File: src/rtl/cnnip_pkg.sv
// Shared types and mode helpers for the CNN IP convolution engine.
package cnnip_pkg;
    localparam int IMG_W = 16;
    localparam int K_MAX = 5;
    localparam int ACC_W = 32;
    localparam int SUM_W = 22;
    localparam int TAPS  = K_MAX * K_MAX;

    typedef enum logic [2:0] {
        IDLE, LOAD_W, MAC, ACC_LAST, WR, DONE
    } conv_state_t;

    function automatic logic mode_legal(
        input logic [7:0] k,
        input logic [1:0] s
    );
        return (k == 8'd1 || k == 8'd3 || k == 8'd5)
            && (s == 2'd1 || s == 2'd2);
    endfunction

    // Stride is 1 or 2 here, so the divide reduces to a shift.
    function automatic logic [4:0] calc_n(
        input logic [2:0] k,
        input logic [1:0] s,
        input logic       pad
    );
        int n;
        if (pad)
            n = (s == 2'd2) ? (IMG_W + 1) / 2 : IMG_W;
        else
            n = (s == 2'd2) ? (IMG_W - int'(k)) / 2 + 1
                            : IMG_W - int'(k) + 1;
        return 5'(n);
    endfunction
endpackage

File: src/rtl/cnnip_conv_engine_if.sv
// Memory-side bus of the convolution engine: input, weight and feature ports.
interface cnnip_conv_engine_if;
    import cnnip_pkg::*;

    logic              in_rd_en;
    logic [7:0]        in_addr;
    logic [7:0]        in_rdata;
    logic              w_rd_en;
    logic [4:0]        w_addr;
    logic signed [7:0] w_rdata;
    logic              ft_wr_en;
    logic [7:0]        ft_addr;
    logic [ACC_W-1:0]  ft_wdata;

    modport master (
        output in_rd_en, in_addr, w_rd_en, w_addr,
        output ft_wr_en, ft_addr, ft_wdata,
        input  in_rdata, w_rdata
    );

    modport slave (
        input  in_rd_en, in_addr, w_rd_en, w_addr,
        input  ft_wr_en, ft_addr, ft_wdata,
        output in_rdata, w_rdata
    );
endinterface

File: src/rtl/cnnip_mac.sv
// Registered multiply-accumulate: unsigned pixel x signed weight.
module cnnip_mac
    import cnnip_pkg::*;
(
    input  logic                    i_clk,
    input  logic                    i_rst,
    input  logic                    i_en,
    input  logic                    i_clr,
    input  logic                    i_zero,
    input  logic [7:0]              i_pix,
    input  logic signed [7:0]       i_w,
    output logic signed [SUM_W-1:0] o_acc
);
    logic signed [16:0]      w_px;
    logic signed [16:0]      w_wx;
    logic signed [16:0]      w_prod;
    logic signed [SUM_W-1:0] w_base;
    logic signed [SUM_W-1:0] r_acc;

    assign w_px   = 17'($signed({1'b0, i_pix}));
    assign w_wx   = 17'(i_w);
    assign w_prod = i_zero ? '0 : w_px * w_wx;
    assign w_base = i_clr ? '0 : r_acc;

    always_ff @(posedge i_clk) begin
        if (i_rst)
            r_acc <= '0;
        else if (i_en)
            r_acc <= w_base + SUM_W'(w_prod);
    end

    assign o_acc = r_acc;
endmodule

File: src/rtl/cnnip_conv_engine.sv
// Convolution sequencer: weight load, per-pixel tap walk, feature write-back.
module cnnip_conv_engine
    import cnnip_pkg::*;
(
    input  logic       clk_a,
    input  logic       rst_aq,
    input  logic       CONV_start,
    input  logic [7:0] MODE_KERNEL_SIZE,
    input  logic [1:0] MODE_STRIDE,
    input  logic       MODE_PADDING,
    cnnip_conv_engine_if.master mem,
    output logic       CONV_end,
    output logic       CONV_err,
    output logic       busy
);
    conv_state_t r_state;
    logic [2:0] r_k, r_ky, r_kx;
    logic [1:0] r_s, r_p;
    logic [4:0] r_kk, r_n, r_cnt, r_tap;
    logic [3:0] r_ox, r_oy;
    logic       r_in_rd_en, r_w_rd_en, r_ft_wr_en;
    logic [7:0] r_in_addr, r_ft_addr;
    logic [4:0] r_w_addr;
    logic       r_end, r_err, r_busy;
    logic       r_tap_vld, r_tap_zero, r_tap_first;
    logic [4:0] r_tap_widx;
    logic       r_mac_vld, r_mac_zero, r_mac_first;
    logic [4:0] r_mac_widx;
    logic       r_wcap_en;
    logic [4:0] r_wcap_idx;
    logic signed [7:0] r_wrf [0:TAPS-1];

    logic [2:0] w_nky, w_nkx;
    logic [3:0] w_nox, w_noy, w_nm1;
    logic [4:0] w_ntap, w_oys, w_oxs, w_mk;
    logic [6:0] w_iy, w_ix;
    logic [7:0] w_pix_addr;
    logic       w_inb, w_issue, w_last_px;
    logic signed [SUM_W-1:0] w_acc;

    assign w_mk       = {2'b0, MODE_KERNEL_SIZE[2:0]};
    assign w_nm1      = 4'(r_n - 5'd1);
    assign w_last_px  = (r_ox == w_nm1) && (r_oy == w_nm1);
    assign w_pix_addr = {4'b0, r_oy} * {3'b0, r_n} + {4'b0, r_ox};

    always_comb begin
        w_nky   = r_ky;
        w_nkx   = r_kx;
        w_nox   = r_ox;
        w_noy   = r_oy;
        w_ntap  = r_tap + 5'd1;
        w_issue = 1'b0;
        unique case (r_state)
            LOAD_W: begin
                w_nky   = '0;
                w_nkx   = '0;
                w_nox   = '0;
                w_noy   = '0;
                w_ntap  = '0;
                w_issue = (r_cnt == r_kk);
            end
            MAC: begin
                w_issue = (r_tap != r_kk - 5'd1);
                if (r_kx == r_k - 3'd1) begin
                    w_nkx = '0;
                    w_nky = r_ky + 3'd1;
                end else begin
                    w_nkx = r_kx + 3'd1;
                end
            end
            WR: begin
                w_nky   = '0;
                w_nkx   = '0;
                w_ntap  = '0;
                w_issue = !w_last_px;
                if (r_ox == w_nm1) begin
                    w_nox = '0;
                    w_noy = r_oy + 4'd1;
                end else begin
                    w_nox = r_ox + 4'd1;
                end
            end
            default: ;
        endcase
    end

    // Negative (padding) coordinates wrap high, so one unsigned compare
    // covers both edges of the image.
    assign w_oys = (r_s == 2'd2) ? {w_noy, 1'b0} : {1'b0, w_noy};
    assign w_oxs = (r_s == 2'd2) ? {w_nox, 1'b0} : {1'b0, w_nox};
    assign w_iy  = {2'b0, w_oys} + {4'b0, w_nky} - {5'b0, r_p};
    assign w_ix  = {2'b0, w_oxs} + {4'b0, w_nkx} - {5'b0, r_p};
    assign w_inb = (w_iy < 7'(IMG_W)) && (w_ix < 7'(IMG_W));

    always_ff @(posedge clk_a) begin
        if (rst_aq) begin
            r_state     <= IDLE;
            r_k         <= '0;
            r_s         <= '0;
            r_p         <= '0;
            r_kk        <= '0;
            r_n         <= '0;
            r_cnt       <= '0;
            r_tap       <= '0;
            r_ky        <= '0;
            r_kx        <= '0;
            r_ox        <= '0;
            r_oy        <= '0;
            r_in_rd_en  <= 1'b0;
            r_in_addr   <= '0;
            r_w_rd_en   <= 1'b0;
            r_w_addr    <= '0;
            r_ft_wr_en  <= 1'b0;
            r_ft_addr   <= '0;
            r_end       <= 1'b0;
            r_err       <= 1'b0;
            r_busy      <= 1'b0;
            r_tap_vld   <= 1'b0;
            r_tap_zero  <= 1'b0;
            r_tap_first <= 1'b0;
            r_tap_widx  <= '0;
        end else begin
            r_in_rd_en <= 1'b0;
            r_w_rd_en  <= 1'b0;
            r_ft_wr_en <= 1'b0;
            r_end      <= 1'b0;
            r_err      <= 1'b0;
            r_tap_vld  <= 1'b0;
            unique case (r_state)
                IDLE: begin
                    if (CONV_start) begin
                        r_busy <= 1'b1;
                        if (mode_legal(MODE_KERNEL_SIZE, MODE_STRIDE)) begin
                            r_k       <= MODE_KERNEL_SIZE[2:0];
                            r_s       <= MODE_STRIDE;
                            r_p       <= MODE_PADDING
                                ? 2'((MODE_KERNEL_SIZE[2:0] - 3'd1) >> 1)
                                : 2'd0;
                            r_kk      <= w_mk * w_mk;
                            r_n       <= calc_n(MODE_KERNEL_SIZE[2:0],
                                                MODE_STRIDE, MODE_PADDING);
                            r_cnt     <= '0;
                            r_w_rd_en <= 1'b1;
                            r_w_addr  <= '0;
                            r_state   <= LOAD_W;
                        end else begin
                            r_end   <= 1'b1;
                            r_err   <= 1'b1;
                            r_state <= DONE;
                        end
                    end
                end
                LOAD_W: begin
                    r_cnt <= r_cnt + 5'd1;
                    if (r_cnt + 5'd1 < r_kk) begin
                        r_w_rd_en <= 1'b1;
                        r_w_addr  <= r_cnt + 5'd1;
                    end
                    if (r_cnt == r_kk)
                        r_state <= MAC;
                end
                MAC: begin
                    if (r_tap == r_kk - 5'd1)
                        r_state <= ACC_LAST;
                end
                ACC_LAST: begin
                    r_ft_wr_en <= 1'b1;
                    r_ft_addr  <= w_pix_addr;
                    r_state    <= WR;
                end
                WR: begin
                    if (w_last_px) begin
                        r_end   <= 1'b1;
                        r_state <= DONE;
                    end else begin
                        r_state <= MAC;
                    end
                end
                DONE: begin
                    r_busy  <= 1'b0;
                    r_state <= IDLE;
                end
                default: r_state <= IDLE;
            endcase
            if (w_issue) begin
                r_ky        <= w_nky;
                r_kx        <= w_nkx;
                r_ox        <= w_nox;
                r_oy        <= w_noy;
                r_tap       <= w_ntap;
                r_in_rd_en  <= w_inb;
                if (w_inb)
                    r_in_addr <= {w_iy[3:0], w_ix[3:0]};
                r_tap_vld   <= 1'b1;
                r_tap_zero  <= !w_inb;
                r_tap_first <= (w_ntap == 5'd0);
                r_tap_widx  <= w_ntap;
            end
        end
    end

    // Read data lands one cycle after the strobe; align tap info with it.
    always_ff @(posedge clk_a) begin
        if (rst_aq) begin
            r_mac_vld   <= 1'b0;
            r_mac_zero  <= 1'b0;
            r_mac_first <= 1'b0;
            r_mac_widx  <= '0;
            r_wcap_en   <= 1'b0;
            r_wcap_idx  <= '0;
        end else begin
            r_mac_vld   <= r_tap_vld;
            r_mac_zero  <= r_tap_zero;
            r_mac_first <= r_tap_first;
            r_mac_widx  <= r_tap_widx;
            r_wcap_en   <= r_w_rd_en;
            r_wcap_idx  <= r_w_addr;
        end
    end

    always_ff @(posedge clk_a) begin
        if (r_wcap_en)
            r_wrf[r_wcap_idx] <= mem.w_rdata;
    end

    cnnip_mac u_mac (
        .i_clk  (clk_a),
        .i_rst  (rst_aq),
        .i_en   (r_mac_vld),
        .i_clr  (r_mac_first),
        .i_zero (r_mac_zero),
        .i_pix  (mem.in_rdata),
        .i_w    (r_wrf[r_mac_widx]),
        .o_acc  (w_acc)
    );

    assign mem.in_rd_en = r_in_rd_en;
    assign mem.in_addr  = r_in_addr;
    assign mem.w_rd_en  = r_w_rd_en;
    assign mem.w_addr   = r_w_addr;
    assign mem.ft_wr_en = r_ft_wr_en;
    assign mem.ft_addr  = r_ft_addr;
    assign mem.ft_wdata = r_ft_wr_en
        ? {{(ACC_W-SUM_W){w_acc[SUM_W-1]}}, w_acc} : '0;
    assign CONV_end = r_end;
    assign CONV_err = r_err;
    assign busy     = r_busy;
endmodule

File: src/flat_wrapper.sv
// flat-port wrapper written by rule: the top's interface ports become plain ports
module cnnip_conv_engine_flat import cnnip_pkg::*;
  (clk_a, rst_aq, CONV_start, MODE_KERNEL_SIZE, MODE_STRIDE, MODE_PADDING, CONV_end, CONV_err, busy, mem_in_rd_en, mem_in_addr, mem_w_rd_en, mem_w_addr, mem_ft_wr_en, mem_ft_addr, mem_ft_wdata, mem_in_rdata, mem_w_rdata);
  cnnip_conv_engine_if mem_i ();
  input  logic clk_a;
  input  logic rst_aq;
  input  logic CONV_start;
  input  logic [7:0] MODE_KERNEL_SIZE;
  input  logic [1:0] MODE_STRIDE;
  input  logic MODE_PADDING;
  output logic CONV_end;
  output logic CONV_err;
  output logic busy;
  output wire logic [$bits(mem_i.in_rd_en)-1:0] mem_in_rd_en;
  output wire logic [$bits(mem_i.in_addr)-1:0] mem_in_addr;
  output wire logic [$bits(mem_i.w_rd_en)-1:0] mem_w_rd_en;
  output wire logic [$bits(mem_i.w_addr)-1:0] mem_w_addr;
  output wire logic [$bits(mem_i.ft_wr_en)-1:0] mem_ft_wr_en;
  output wire logic [$bits(mem_i.ft_addr)-1:0] mem_ft_addr;
  output wire logic [$bits(mem_i.ft_wdata)-1:0] mem_ft_wdata;
  input wire logic [$bits(mem_i.in_rdata)-1:0] mem_in_rdata;
  input wire logic [$bits(mem_i.w_rdata)-1:0] mem_w_rdata;
  assign mem_in_rd_en = mem_i.in_rd_en;
  assign mem_in_addr = mem_i.in_addr;
  assign mem_w_rd_en = mem_i.w_rd_en;
  assign mem_w_addr = mem_i.w_addr;
  assign mem_ft_wr_en = mem_i.ft_wr_en;
  assign mem_ft_addr = mem_i.ft_addr;
  assign mem_ft_wdata = mem_i.ft_wdata;
  assign mem_i.in_rdata = mem_in_rdata;
  assign mem_i.w_rdata = mem_w_rdata;
  cnnip_conv_engine u_core (.clk_a(clk_a), .rst_aq(rst_aq), .CONV_start(CONV_start), .MODE_KERNEL_SIZE(MODE_KERNEL_SIZE), .MODE_STRIDE(MODE_STRIDE), .MODE_PADDING(MODE_PADDING), .mem(mem_i), .CONV_end(CONV_end), .CONV_err(CONV_err), .busy(busy));
endmodule
File: config.mk
export PLATFORM = sky130hd
export DESIGN_NAME = cnnip_conv_engine_flat
export DESIGN_NICKNAME = d
export VERILOG_FILES = /design/src/rtl/cnnip_pkg.sv /design/src/rtl/cnnip_conv_engine_if.sv /design/src/rtl/cnnip_mac.sv /design/src/rtl/cnnip_conv_engine.sv /design/src/flat_wrapper.sv
export SDC_FILE = /design/constraint.sdc
export NUM_CORES = 1
export LEC_CHECK = 0
export CORE_MARGIN = 4
export CORE_UTILIZATION = 61
export DETAILED_ROUTE_END_ITERATION = 16
export PLACE_DENSITY = 0.88
export REMOVE_ABC_BUFFERS = 1
export SLEW_MARGIN = 30
export SYNTH_ARGS = -nofsm -noshare
export SYNTH_HDL_FRONTEND = slang
export SYNTH_SLANG_ARGS = --single-unit
File: constraint.sdc
create_clock -name clk_a -period 10.8 [get_ports clk_a]
set_input_delay 3.24 -clock clk_a [delete_from_list [all_inputs] [get_ports clk_a]]
set_output_delay 3.24 -clock clk_a [all_outputs]
set_load 0.02 [all_outputs]
==> results of run 1 <==
[area by class of cell]
class | count | share of cell area
multi-input combinational | 1088 | 0.450
sequential | 308 | 0.407
timing repair buffer | 95 | 0.0451
clock buffer | 35 | 0.0394
tap | 384 | 0.0239
inverter | 115 | 0.0215
clock inverter | 22 | 0.0135
[path summary, 6_finish.rpt]
check / to / start / slack, ns
setup reg to reg: u_core.u_mac.o_acc[21] / flop / 1.72
hold / removal: u_core.r_mac_vld / u_core.r_tap_vld / 0.46
setup / recovery: u_core.u_mac.o_acc[21] / mem_in_rdata[0] / 1.22
hold reg to reg: u_core.r_mac_vld / u_core.r_tap_vld / 0.46
[critical path, cell delays in order]
cell and delay [ns]:
clkdlybuf4s50_1 0.52, or2_2 0.36, fa_1 0.51, fa_1 0.55, inv_1 0.06, fa_1 0.53
inv_1 0.05, fa_1 0.53, inv_1 0.04, ha_1 0.34, a21o_1 0.18, a21o_1 0.19
a21oi_1 0.18, o21ai_0 0.15, o41ai_1 0.35, xor2_1 0.19, nor2_1 0.07, ha_1 0.40
nand2_1 0.11, nor3_1 0.23, nor4bb_1 0.41, o31ai_1 0.15, a31oi_1 0.17, xor2_1 0.19
o21ai_0 0.09, a22oi_1 0.17, nor2_1 0.05
[cells in the final DEF, fill, tap and decap left out, drive strengths merged, types with 47 or more instances in the layout]
cell	count
edfxtp	200
nand2	96
dfxtp	108
nor2b	47
a21oi	94
mux4	55
clkdlybuf4s50	82
and2	81
fa	50
ha	116
nor2	165
inv	117
[cell families after synthesis]
| kind of cell | Yosys count | synth area share |
|---|---|---|
| AOI/OAI and AO/OA | 240 | 0.0846 |
| xor gates and xnor gates | 72 | 0.0394 |
| adders and majority gates | 166 | 0.137 |
| buffers and inverters | 187 | 0.0425 |
| DFF | 308 | 0.455 |
| muxes | 110 | 0.102 |
| and+or+nand+nor | 500 | 0.140 |
[sequential cells by signal, indices dropped and copies added (netlist names), 3 cells and up, named ones only]
| name | flops |
|---|---|
| u_core.r_wcap_idx | 5 |
| u_core.r_wrf | 200 |
| u_core.r_kk | 4 |
| u_core.mem.w_addr | 5 |
| u_core.r_kx | 3 |
| u_core.r_state | 3 |
| u_core.r_ky | 3 |
| u_core.mem.ft_addr | 8 |
| u_core.mem.in_addr | 8 |
| u_core.r_n | 5 |
| u_core.u_mac.o_acc | 22 |
| u_core.r_tap_widx | 5 |
| u_core.r_oy | 4 |
| u_core.r_ox | 4 |
| u_core.r_cnt | 5 |
[metrics by stage]
stage / util / cell area, um^2 / power, mW / hold slack (ns) / setup slack [ns]
after floorplan: - / 17600 / 2.88 / 0.414 / 1.49
after global placement: 0.660 / 19000 / 3.26 / 0.420 / 0.840
after detailed placement: 0.660 / 19000 / 3.32 / 0.446 / 0.691
after CTS: 0.696 / 20100 / 4.45 / 0.459 / 1.26
after global routing: 0.696 / 20100 / 4.77 / 0.475 / 0.638
final: 0.696 / 20100 / 4.46 / 0.455 / 1.22
[power by group through the flow]
stage / combinational, mW / sequential (mW) / clock, mW
detailed placement: 1.92 / 1.41 / 0
CTS: 1.94 / 1.38 / 1.14
global placement: 1.86 / 1.40 / 0
finish: 1.94 / 1.38 / 1.13
floorplan: 1.47 / 1.41 / 0
global route: 2.19 / 1.39 / 1.19
[metal layers]
layer	global-route usage	vias up
met1	0.330	6070
met3	0.0374	110
li1	-	5724
met2	0.418	574
met4	0.0869	2
met5	0	-
==> impl_metrics.ini, run 1 <==
[synthesis]
synthFlopType = edfxtp_1
synth_area_leaders = edfxtp_1, dfxtp_1, ha_1, mux4_2, fa_1
ys_ff_latch = 308
ys_types = 75
synth_top_area_share = 0.335
synth_edf_count = 200
async_flop_share = 0
post-synth-top-area-cell = edfxtp_1
ys.warnings.count = 0
synthesis.instances = 1583
yosysSeqAreaShare = 0.455
synth_area_um2 = 18000
ys_top_cells_by_count = edfxtp_1, nor2_1, ha_1
avgSynthCellArea_um2 = 11.3
synth.most_common_cell = edfxtp_1

[timing]
tightestPinTransition_ns = 0.959
fin_crit_sh = 0.887
slew_viol_final = 0
fmax_mhz = 104
fin_skew_ns = 0.0237
period_needed_ns = 9.58
max-slew-margin-rel = 0.359
finalHoldViolCount = 0
rsz0062_at_grt = false
fin_tns_setup_ns = 0
setup_violations = 0

[flow_run]
max-cap-violations = 0

[global_routing]
antenna_found_initial = 1
grt_overflow_total = 0
grt_max_degree = 71
grt_pass1_wl_mm = 65.6
grt_pass1_vias = 12534
track_usage = 0.247

[setup_path]
start_kind = input port
reg2reg_depth = 30
cp_data_arrival_time_ns = 10.01
worst_setup_path_end_kind = flop
cp.required_ns = 11.23
crit_fanout = 8
path_class = input port to flop

[clock_tree]
htreeDepth = 1
clock_sinks = 308
clkLatencyLatePin_ns = 0.59
cts_buffer_depth = 3
cts-root-buf = clkbuf_16
cts_tree = yes
post-cts-setup-buffers = 0
cts-resized-gates = 0
ctsHoldBuffers = 0
numCtsBuffers = 31
cts.reportedPaths.clkPinSlew_ns = 0.06

[routing]
drtIter0Drc = 1250
wl_met2_mm = 19.8
routedWlPerCell_um = 19.8
num_vias = 12480
routed.top_layer = met5
first_pass_iters = 7
drtAntennaViolNets = 0
drt-met1-wl_mm = 16.1
drc = 0
viasPerCell = 6.10
wl_met3_mm = 3.17
routed_wl_mm = 40.5

[pwr]
max-vdd-ir-drop_v = 0.000143
p_int_mw = 2.79
p_sw_frac = 0.374
netSwitchingPower_mw = 1.67
power_frac_seq = 0.311
power_per_cell_area_nw_per_um2 = 222
p_clk_frac = 0.254
combPwrFrac = 0.436
p_leak_nw = 7.71

[placed_design]
gp_congestion = 0.876
hpwl_mm = 27.1
port_buffers = 88
dp.cells = 1990

[floorplanning]
die_area_um2 = 32200
num_io_pins = 89
start_util = 0.622
coreArea_um2 = 28900
die_h_um = 180
rows = 62
die-width_um = 180

[layout]
nets = 1835
drive_gt1_frac = 0.0998
nFillCells = 1895
layoutNonFillerInstCount = 2047
regArea_um2 = 8170
diodes = 0
syn_to_final_growth_pct = 11.8
multi_input_area_um2 = 9030

[worst_hold_path]
hold-path-cell-count = 1
hp-class = flop to flop

[outcome]
status = finished clean
Power figures use the tool's default switching activity.
==> run 2: changes to the inputs <==
--- a/config.mk
+++ b/config.mk
@@ -8,7 +8,7 @@
 export CORE_MARGIN = 4
 export CORE_UTILIZATION = 61
 export DETAILED_ROUTE_END_ITERATION = 16
-export PLACE_DENSITY = 0.88
+export PLACE_DENSITY = 0.77
 export REMOVE_ABC_BUFFERS = 1
 export SLEW_MARGIN = 30
 export SYNTH_ARGS = -nofsm -noshare
==> run 2 against run 1 <==
Final cell count grew 0.29%; flip-flop and latch count stayed put; critical path depth stayed put; power rose by 1.2%; cell area up 0.59%; via count fell by 2.6%; clock skew is 0.0024 ns lower; critical path type unchanged; largest power group unchanged.
==> impl_metrics.ini, run 2 (same netlist as run 1, synthesis figures left out) <==
[layout]
nFillCells = 2058
syn_to_final_growth_pct = 12.5
layoutNonFillerInstCount = 2053
diodes = 0
drive_gt1_frac = 0.104
top_register = u_core.r_wrf
nets = 1839
largest_register_ffs = 200
final_cell_mix = edfxtp_1, nor2_1, ha_1, inv_1, dfxtp_1
final_common_cell = edfxtp_1

[clock_tree]
cts_tree = yes
clkLatencyLatePin_ns = 0.53
cts_buffer_depth = 3
clock_sinks = 308
numCtsBuffers = 34
cts-resized-gates = 0
htreeDepth = 2
cts-root-buf = clkbuf_16
ctsHoldBuffers = 0
cts.reportedPaths.clkPinSlew_ns = 0.06
post-cts-setup-buffers = 0

[setup_path]
start_kind = input port
worst_setup_path_end_kind = flop
path_class = input port to flop
cp_data_arrival_time_ns = 10.01
crit_fanout = 8
cp.required_ns = 11.18

[global_routing]
track_usage = 0.242
grt_pass1_wl_mm = 64.3
grt_max_degree = 65
grt_pass1_vias = 12265
grt_overflow_total = 0
antenna_found_initial = 1

[routing]
drc = 0
num_vias = 12160
drtIter0Drc = 981
routed_wl_mm = 38.8
viasPerCell = 5.92
routedWlPerCell_um = 18.9
drtAntennaViolNets = 0
first_pass_iters = 5

[timing]
rsz0062_at_grt = false
finalHoldViolCount = 0
slew_viol_final = 0
period_needed_ns = 9.63
setup_violations = 0
holdWs_ns = 0.437
fmax_mhz = 104
fin_skew_ns = 0.0213
max-slew-margin-rel = 0.359
fin_tns_setup_ns = 0
tightestPinTransition_ns = 0.959
fin_crit_sh = 0.892

[worst_hold_path]
hp-class = flop to flop

[placed_design]
hpwl_mm = 26.2
gp_congestion = 0.873
port_buffers = 88
dp.cells = 1991

[pwr]
max-vdd-ir-drop_v = 0.000158
p_leak_nw = 7.77
power_per_cell_area_nw_per_um2 = 223

[floorplanning]
die_area_um2 = 32200
die-width_um = 180
rows = 62
start_util = 0.622
num_io_pins = 89
coreArea_um2 = 28900
die_h_um = 180

[flow_run]
max-cap-violations = 0

[outcome]
status = finished clean
run 2: cell types whose count changed in the layout (fill, tap and decap cells not counted), moves of 2 or more:
| cell | previous run | this run |
|---|---|---|
| clkbuf_1 | 4 | 8 |
| clkbuf_8 | 0 | 4 |
| clkinv_1 | 8 | 2 |
| bufinv_16 | 6 | 4 |
| clkbuf_16 | 31 | 34 |
run 2: layout make-up:
class	instances	area, um^2	area share
clock buffers	46	936	0.0463
clock inverters	16	233	0.0115
inverters	115	432	0.0214
multi-input cells	1088	9020	0.447
flip-flops and latches	308	8170	0.405
well taps	384	480	0.0238
repair buffers	96	921	0.0456
run 2: power breakdown:
group          switching (mW)  internal (mW)  leakage, nW
Clock                   0.482          0.716        0.573
Combinational            1.12          0.816         4.53
Sequential             0.0726           1.30         2.67
run 2: layer usage:
| metal | share of wire | up-vias | track usage |
|---|---|---|---|
| li1 | - | 5743 | - |
| met1 | 0.42 | 5936 | 0.336 |
| met2 | 0.49 | 413 | 0.406 |
| met3 | 0.068 | 66 | 0.0420 |
| met4 | 0.022 | 2 | 0.0552 |
| met5 | 0.00034 | - | 0 |
run 2: worst max-delay path: stages:
cell	delay, ns
clkdlybuf4s50_1	0.55
or2_2	0.37
fa_1	0.51
fa_1	0.56
inv_1	0.06
fa_1	0.53
inv_1	0.05
fa_1	0.53
inv_1	0.04
ha_1	0.34
a21o_1	0.17
a21o_1	0.19
a21oi_1	0.19
o21ai_0	0.15
o41ai_1	0.32
xor2_1	0.21
nor2_1	0.08
ha_1	0.37
nand2_1	0.10
nor3_1	0.25
nor4bb_1	0.37
o31ai_1	0.14
a31oi_1	0.17
xor2_1	0.19
o21ai_0	0.10
a22oi_1	0.16
nor2_1	0.05
run 2: path summary, 6_finish.rpt:
| kind | depth (start not counted) | slack, ns | from | end |
|---|---|---|---|---|
| worst min-delay path | 1 | 0.44 | u_core.r_tap_vld | u_core.r_mac_vld |
| worst min register to register | 1 | 0.44 | u_core.r_tap_vld | u_core.r_mac_vld |
| worst max register to register | 31 | 2.01 | flop | u_core.u_mac.o_acc[21] |
| worst max-delay path | 27 | 1.17 | mem_in_rdata[0] | u_core.u_mac.o_acc[21] |
run 2: metrics by stage:
step                      area (um^2)  setup slack [ns]  power [mW]  utilization
after floorplan                 17600              1.49        2.88            -
after global placement          19100             0.800        3.29        0.660
after detailed placement        19100             0.661        3.33        0.660
after CTS                       20200              1.18        4.54        0.701
after global routing            20200             0.549        4.86        0.700
final                           20200              1.17        4.51        0.700
==> run 3: changes to the inputs <==
--- a/config.mk
+++ b/config.mk
@@ -8,7 +8,7 @@
 export CORE_MARGIN = 4
 export CORE_UTILIZATION = 61
 export DETAILED_ROUTE_END_ITERATION = 16
-export PLACE_DENSITY = 0.77
+export PLACE_DENSITY_LB_ADDON = 0.15
 export REMOVE_ABC_BUFFERS = 1
 export SLEW_MARGIN = 30
 export SYNTH_ARGS = -nofsm -noshare
==> run 3 against run 2 <==
Count of clock-buffer cells in the layout down 4; utilization down 0.33 points; sequential share of layout area up 0.20 points; via count about the same; fmax up 0.95%; routed wire length down 2.4%; highest routed layer is now met4.
==> impl_metrics.ini, run 3 (same netlist as run 1, synthesis figures left out) <==
[outcome]
status = finished clean

[layout]
fin_util = 0.697
finalInstanceArea_um2 = 20100
nFillCells = 2115
final_cell_mix = edfxtp_1, nor2_1, ha_1, inv_1, dfxtp_1
syn_to_final_growth_pct = 12.0
largest_register_ffs = 200
multi_input_area_um2 = 9020
layoutNonFillerInstCount = 2052
drive_gt1_frac = 0.103
diodes = 0
nets = 1840
final_common_cell = edfxtp_1
regArea_um2 = 8170
top_register = u_core.r_wrf

[timing]
tightestPinTransition_ns = 1.02
max-slew-margin-rel = 0.319
slew_viol_final = 0
fin_tns_setup_ns = 0
final.setup.worst_slack_ns = 1.26
setup_violations = 0
holdWs_ns = 0.437
fin_skew_ns = 0.0229
fin_crit_sh = 0.883
finalHoldViolCount = 0
period_needed_ns = 9.54
fmax_mhz = 105
rsz0062_at_grt = false

[placed_design]
hpwl_mm = 26.0
port_buffers = 88
gp_congestion = 0.836
dp.cells = 1992
dpl_cell_area_um2 = 19100
pre_cts_ws_ns = 0.740

[pwr]
p_leak_nw = 7.73
p_total_mw = 4.40
p_int_mw = 2.75
p_sw_frac = 0.374
power_per_cell_area_nw_per_um2 = 219
p_clk_frac = 0.249
combPwrFrac = 0.436
max-vdd-ir-drop_v = 0.000149
netSwitchingPower_mw = 1.64
power_frac_seq = 0.315

[global_routing]
grt_overflow_total = 0
grt_pass1_wl_mm = 62.2
grt_max_degree = 93
track_usage = 0.234
antenna_found_initial = 0
grt_pass1_vias = 12165

[setup_path]
cp_data_arrival_time_ns = 9.93
start_kind = input port
path_class = input port to flop
worst_setup_path_end_kind = flop
crit_fanout = 8
cp.required_ns = 11.20

[floorplanning]
die_area_um2 = 32200
start_util = 0.622
num_io_pins = 89
coreArea_um2 = 28900
die-width_um = 180
rows = 62
die_h_um = 180

[clock_tree]
cts.reportedPaths.clkPinSlew_ns = 0.06
numCtsBuffers = 34
post-cts-setup-buffers = 0
cts-resized-gates = 0
cts-root-buf = clkbuf_16
clkLatencyLatePin_ns = 0.52
ctsHoldBuffers = 0
cts_tree = yes
cts_buffer_depth = 3
clock_sinks = 308
htreeDepth = 2

[routing]
drc = 0
viasPerCell = 5.92
first_pass_iters = 5
drtAntennaViolNets = 0
routed_wl_mm = 37.9
drtIter0Drc = 964
num_vias = 12152
routedWlPerCell_um = 18.4

[worst_hold_path]
hp-class = flop to flop

[flow_run]
max-cap-violations = 0
==> run 3: critical path: stages <==
cell,delay [ns]
clkdlybuf4s50_1,0.53
or2_2,0.36
fa_1,0.50
fa_1,0.55
inv_1,0.06
fa_1,0.53
inv_1,0.05
fa_1,0.53
inv_1,0.04
ha_1,0.34
a21o_1,0.17
a21o_1,0.19
a21oi_1,0.18
o21ai_0,0.15
o41ai_1,0.35
xor2_1,0.18
nor2_1,0.06
ha_1,0.38
nand2_1,0.10
nor3_1,0.23
nor4bb_1,0.37
o31ai_1,0.14
a31oi_1,0.17
xor2_1,0.19
o21ai_0,0.09
a22oi_1,0.16
nor2_1,0.06
==> run 3: final timing paths <==
kind	start	endpoint	slack [ns]	cells past startpoint
worst min register to register	u_core.r_tap_vld	u_core.r_mac_vld	0.44	1
worst min-delay path	u_core.r_tap_vld	u_core.r_mac_vld	0.44	1
worst max register to register	flop	u_core.u_mac.o_acc[21]	2.17	30
worst max-delay path	mem_in_rdata[0]	u_core.u_mac.o_acc[21]	1.26	27
==> run 3: layer usage <==
metal  vias up  wire length, um  track usage
li1       5736                -            -
met1      5970            16600        0.327
met2       385            18400        0.393
met3        61             2200       0.0340
met4         0              685       0.0539
met5         -                0            0
==> run 3: final cells by class <==
cell class | count | area share
Timing Repair Buffer | 97 | 0.0466
Clock inverter | 18 | 0.00697
Multi-Input combinational cell | 1088 | 0.449
Sequential cell | 308 | 0.407
Clock buffer | 42 | 0.0458
Tap cell | 384 | 0.0239
Inverter | 115 | 0.0215
==> run 3: power groups by stage <==
stage          registers, mW  clock network, mW  logic (mW)
6_report                1.38               1.09        1.92
5_1_grt                 1.39               1.16        2.20
4_1_cts                 1.38               1.11        1.94
3_5_place_dp            1.41                  0        1.92
3_3_place_gp            1.41                  0        1.88
2_1_floorplan           1.41                  0        1.47
